==> src/rtl/uart_tx_periph.sv <==
`default_nettype none
// ============================================================================
// uart_tx_periph : memory-mapped 8N1 UART transmitter, 8-deep TX FIFO, done IRQ
// Revision 1.0
// ============================================================================
module uart_tx_periph #(
  parameter int CLKS_PER_BIT = 2604,
  parameter int FIFO_DEPTH   = 8
) (
  input  logic        clk,
  input  logic        reset,
  input  logic        rd,
  input  logic        wr,
  input  logic [31:0] addr,
  input  logic [31:0] wdata,
  output logic [31:0] rdata,
  output logic        UART_TX,
  output logic        irqout
);

  localparam int PTR_W  = (FIFO_DEPTH > 1) ? $clog2(FIFO_DEPTH) : 1;
  localparam int BCNT_W = $clog2(CLKS_PER_BIT);
  localparam logic [7:0]        ADDR_TXD  = 8'h18;
  localparam logic [7:0]        ADDR_CON  = 8'h20;
  localparam logic [3:0]        DEPTH_CNT = 4'(FIFO_DEPTH);
  localparam logic [BCNT_W-1:0] BIT_LAST  = BCNT_W'(CLKS_PER_BIT - 1);

  typedef enum logic [1:0] {S_IDLE, S_START, S_DATA, S_STOP} state_t;

  state_t             state, state_nxt;
  logic [7:0]         mem [FIFO_DEPTH];
  logic [PTR_W-1:0]   wr_ptr, rd_ptr;
  logic [3:0]         cnt;
  logic [7:0]         shift;
  logic [BCNT_W-1:0]  bit_cnt;
  logic [2:0]         bit_idx;
  logic               tx_line;
  logic               irq_en, tx_done, ovf;

  logic push, push_ok, pop, frame_end, con_wr;
  logic empty, full, busy, bit_last;
  logic unused_bits;

  assign push      = wr && (addr[7:0] == ADDR_TXD);
  assign con_wr    = wr && (addr[7:0] == ADDR_CON);
  assign empty     = (cnt == 4'd0);
  assign full      = (cnt == DEPTH_CNT);
  assign busy      = (state != S_IDLE);
  assign bit_last  = (bit_cnt == BIT_LAST);
  // A pop in the same cycle frees the slot, so a full FIFO still takes the byte.
  assign push_ok   = push && (!full || pop);
  assign unused_bits = ^{addr[31:8], wdata[31:8]};

  function automatic logic [PTR_W-1:0] ptr_next(input logic [PTR_W-1:0] p);
    return (p == PTR_W'(FIFO_DEPTH - 1)) ? '0 : p + PTR_W'(1);
  endfunction

  always_ff @(posedge clk) begin
    if (!reset) state <= S_IDLE;
    else        state <= state_nxt;
  end

  always_comb begin
    state_nxt = state;
    pop       = 1'b0;
    frame_end = 1'b0;
    case (state)
      S_IDLE: begin
        if (!empty) begin
          pop       = 1'b1;
          state_nxt = S_START;
        end
      end
      S_START: if (bit_last) state_nxt = S_DATA;
      S_DATA:  if (bit_last && (bit_idx == 3'd7)) state_nxt = S_STOP;
      S_STOP: begin
        if (bit_last) begin
          if (!empty) begin
            pop       = 1'b1;
            state_nxt = S_START;
          end else begin
            frame_end = 1'b1;
            state_nxt = S_IDLE;
          end
        end
      end
      default: state_nxt = S_IDLE;
    endcase
  end

  // Line driver is registered from the current state, so the start bit
  // appears two cycles after the TXD write and every bit lasts CLKS_PER_BIT.
  always_ff @(posedge clk) begin
    if (!reset) begin
      tx_line <= 1'b1;
      shift   <= '0;
      bit_cnt <= '0;
      bit_idx <= '0;
    end else begin
      case (state)
        S_START: tx_line <= 1'b0;
        S_DATA:  tx_line <= shift[0];
        default: tx_line <= 1'b1;
      endcase
      if (pop) begin
        shift   <= mem[rd_ptr];
        bit_cnt <= '0;
        bit_idx <= '0;
      end else if (state != S_IDLE) begin
        if (bit_last) begin
          bit_cnt <= '0;
          if (state == S_DATA) begin
            shift   <= shift >> 1;
            bit_idx <= bit_idx + 3'd1;
          end
        end else begin
          bit_cnt <= bit_cnt + BCNT_W'(1);
        end
      end
    end
  end

  always_ff @(posedge clk) begin
    if (push_ok) mem[wr_ptr] <= wdata[7:0];
  end

  always_ff @(posedge clk) begin
    if (!reset) begin
      wr_ptr <= '0;
      rd_ptr <= '0;
      cnt    <= '0;
    end else begin
      if (push_ok) wr_ptr <= ptr_next(wr_ptr);
      if (pop)     rd_ptr <= ptr_next(rd_ptr);
      case ({push_ok, pop})
        2'b10:   cnt <= cnt + 4'd1;
        2'b01:   cnt <= cnt - 4'd1;
        default: cnt <= cnt;
      endcase
    end
  end

  always_ff @(posedge clk) begin
    if (!reset) begin
      irq_en  <= 1'b0;
      tx_done <= 1'b0;
      ovf     <= 1'b0;
    end else begin
      if (con_wr) irq_en <= wdata[3];
      if (frame_end)                tx_done <= 1'b1;
      else if (con_wr && wdata[4])  tx_done <= 1'b0;
      if (push && !push_ok)         ovf <= 1'b1;
      else if (con_wr && wdata[5])  ovf <= 1'b0;
    end
  end

  always_comb begin
    rdata = '0;
    if (rd && (addr[7:0] == ADDR_CON))
      rdata = {22'b0, cnt, ovf, tx_done, irq_en, empty, full, busy};
  end

  assign UART_TX = tx_line;
  assign irqout  = irq_en & tx_done;

endmodule
`default_nettype wire

==> config.mk <==
export PLATFORM = sky130hd
export DESIGN_NAME = uart_tx_periph
export DESIGN_NICKNAME = d
export VERILOG_FILES = /design/src/rtl/uart_tx_periph.sv
export SDC_FILE = /design/constraint.sdc
export NUM_CORES = 1
export LEC_CHECK = 0
export CAP_MARGIN = 20
export CORE_AREA = 2 2 121 123
export DETAILED_ROUTE_END_ITERATION = 8
export DIE_AREA = 0 0 123 125
export GPL_ROUTABILITY_DRIVEN = 0
export PLACE_DENSITY = 0.53
export SLEW_MARGIN = 0
export SYNTH_ARGS = -nofsm -noshare
export SYNTH_HDL_FRONTEND = slang
export SYNTH_SLANG_ARGS = --single-unit
==> constraint.sdc <==
create_clock -name clk -period 8.84 [get_ports clk]
set_input_delay 2.652 -clock clk [delete_from_list [all_inputs] [get_ports clk]]
set_output_delay 2.652 -clock clk [all_outputs]
set_load 0.05 [all_outputs]
==> key figures <==
STA
  – Hold WS: 483.4 ps
  – Actual slew at the worst max-slew pin: 994.8 ps
  – Post-route minimum period: 7677 ps
  – Setup ws final: 1163 ps
  – Slew headroom: 33.39%
  – RSZ-0062 raised after global routing: no
  – Fmax: 130.3 MHz
  – Setup Total Neg Slack: 0 ps
  – Final Setup Violations: 0
  – Final hold violation count: 0
  – Tcrit/Tclk final: 86.85%
  – Fin. max-slew vios: 0
  – Clk_skew: 8.290 ps

Die
  – DIE HEIGHT: 125 um
  – Row count: 44
  – DIE AREA: 15380 um^2
  – DIE WIDTH: 123 um
  – Initial Utilization: 33.75%
  – # IOs: 102
  – Core footprint: 14200 um^2

Logic synthesis
  – Post-synthesis sequential area ratio: 57.64%
  – Synth area leader: edfxtp_1
  – Post-Synth XOR/XNOR Area: 1.827%
  – Post-synth EDFFs: 64
  – Unique masters post-synth: 55
  – Synth warn: 0
  – Top post-synthesis cells by count: 64 x edfxtp_1, 42 x dfxtp_1, 23 x buf_4, 23 x nand2_1, 23 x nor2_1
  – Mux cell area share after synthesis: 10.86%
  – Syn avg cell area: 12.99 um^2
  – Asr flop ratio synth: 0%
  – Largest cells by area after synthesis: edfxtp_1 40%, dfxtp_1 18%, mux4_2 7.5%
  – FF+latch count, synth: 106
  – Syn Inst Count: 369
  – Compound-Gate Fraction of Synth Area: 7.387%
  – Post-synthesis adder-cell area fraction: 4.072%
  – Cell Area, Synth: 4793 um^2
  – Ys flop type: edfxtp_1
  – Combinational family with the most area after synthesis: simple AND/OR/NAND/NOR gates
  – Top-count cell post-synth: edfxtp_1
  – Synth Area in Simple Gates: 12.71%
  – Post-synth top area share: 40.09%

Power and ir drop
  – Part of the power in combinational logic: 26.6%
  – Switch share: 32.43%
  – Internal: 871.7 uW
  – Total Power: 1.290 mW
  – Switch Pwr: 418.4 uW
  – Leakage: 1.864 nW
  – Flop pwr share: 44.8%
  – Peak supply drop: 0.1667 mV
  – Clock power frac: 28.5%
  – Pwr/cell area: 233.3 nW/um^2

Global route
  – Grt total ovfl: 0
  – Pin count of the biggest net entering global routing: 22
  – First-pass GRT wire length: 15050 um
  – Tot GR Track Use: 12.98%
  – Vias in the first global route: 2822
  – Initial antenna violation count: 0

Detailed routing
  – DRT Pass-1 Iters: 4
  – Detail Route Antenna Nets: 0
  – Via density: 4.805
  – Initial detailed-routing violation count: 159
  – Routed wire length: 9404 um
  – # DRC: 0
  – WL per Instance: 15.91 um
  – Vias: 2840

Cells and area
  – Share of cells above drive strength 1: 12.29%
  – Filler cells: 1367
  – ANT cells: 0
  – Finished Core Util: 38.93%
  – Final nets: 485
  – Synthesis-to-layout area growth: 15.35%

Clock tree
  – CTS tree: done
  – Clock buffer depth: 2
  – Post-CTS Resized: 0
  – Worst-Skew Late Latency: 350 ps
  – CTS H-tree lvls: 3
  – CTS hold repair buffers: 0
  – Post-CTS Setup Bufs: 0
  – Clk slew on worst S/H paths: 70 ps
  – Root Buffer: clkbuf_16
  – CTS Buf Count: 9
  – Clk sinks: 106

Setup path
  – Crit. Startpoint: addr[1]
  – RR Startpoint: bit_cnt[0]$_SDFFE_PP0P_
  – Data required, critical path: 6190 ps
  – Worst setup SP type: input pin
  – Arr. time, crit path: 5030 ps
  – Crit end category: output port
  – CP Class: input pin to output port
  – Crit-path max FO: 5

Worst hold path
  – Worst min path class: register to register
  – Min-delay src: rd_ptr[2]$_SDFFE_PN0N_

Place
  – Detailed Place HPWL: 6282 um
  – PortBufs: 31
  – Dpl ws: 1186 ps

Job
  – Max-cap violations: 0

Outcome
  – Outcome: finished clean
==> stage by stage <==
stage / area (um^2) / cells
global placement: 5258 / 575
global route: 5529 / 591
floorplan: 4872 / 390
CTS: 5529 / 591
finish: 5529 / 591
detailed placement: 5258 / 575
==> final cells by class <==
| class | count | area (um^2) | share of cell area [%] |
|---|---|---|---|
| repair buffers | 35 | 340.3 | 6.155 |
| clock inverters | 5 | 38.79 | 0.7015 |
| multi-input cells | 239 | 1882 | 34.03 |
| well taps | 184 | 230.2 | 4.164 |
| flip-flops and latches | 106 | 2763 | 49.97 |
| clock buffers | 11 | 232.7 | 4.209 |
| inverters | 11 | 42.54 | 0.7694 |
==> critical path, stage by stage <==
cell and delay (ps):
clkdlybuf4s50_1 390, nor4_1 610, nand3_1 320, nor2_1 220
clkdlybuf4s50_1 830
==> state kept, by name, summed over array words and instances (netlist names), 2 cells and up, named ones only <==
name and count:
wr_ptr 3, state 2, bit_idx 3, bit_cnt 12
cnt 4, rd_ptr 3, shift 8, mem 64
==> power by group through the flow <==
stage | Sequential, mW | Clock (mW) | Combinational, mW
3_3_place_gp | 0.589 | 0 | 0.342
5_1_grt | 0.582 | 0.398 | 0.386
4_1_cts | 0.579 | 0.380 | 0.348
6_report | 0.578 | 0.368 | 0.344
3_5_place_dp | 0.590 | 0 | 0.345
2_1_floorplan | 0.585 | 0 | 0.273
==> per-layer routing <==
layer  GRT usage [%]  up-vias  part of all wire [%]
met3           3.558       11                   4.0
met4           3.409        0                   1.3
met2           22.07       58                    50
li1                -     1403                     -
met1           16.23     1368                    45
met5               0        -                     0
==> layout by cell type (no fill, tap or decap), types with 3 or more instances in the layout <==
cell type | Yosys | final
a21oi_1 | 14 | 14
and2_1 | 8 | 8
nor3_1 | 5 | 3
xnor2_1 | 6 | 6
edfxtp_1 | 64 | 64
xor2_1 | 4 | 4
conb_1 | 1 | 22
nand3_1 | 9 | 9
clkbuf_16 | 0 | 9
nor2_1 | 23 | 23
or3_1 | 3 | 3
clkdlybuf4s50_1 | 0 | 31
a211oi_1 | 15 | 15
mux2i_1 | 16 | 16
o211ai_1 | 4 | 4
buf_4 | 23 | 4
and3_1 | 6 | 6
nor3_2 | 1 | 3
nor4_1 | 3 | 3
inv_1 | 9 | 9
nor2b_1 | 7 | 7
o21ai_0 | 5 | 5
nand2_1 | 23 | 23
dfxtp_1 | 42 | 42
mux4_2 | 16 | 16
ha_1 | 14 | 14
==> worst paths after layout <==
check                                end  slack [ps]  cells past startpoint
setup reg to reg     mem[5][0]$_DFFE_PP_        5640                      6
setup / recovery                rdata[0]        1160                      5
hold reg to reg   rd_ptr[2]$_SDFFE_PN0N_         480                      2
hold / removal    rd_ptr[2]$_SDFFE_PN0N_         480                      2
==> logic make-up (layout without fill, tap and decap cells) <==
| logic type | count (synthesis) | after routing |
|---|---|---|
| AO/OA/AOI/OAI | 50 | 50 |
| AND/OR/NAND/NOR | 110 | 110 |
| flip-flops | 106 | 106 |
| buffers and inverters | 45 | 62 |
| XOR/XNOR | 10 | 10 |
| other | 1 | 22 |
| multiplexers | 32 | 32 |
| adder cells (fa/ha/maj) | 15 | 15 |
No activity file was read; power rests on OpenSTA's default activity.
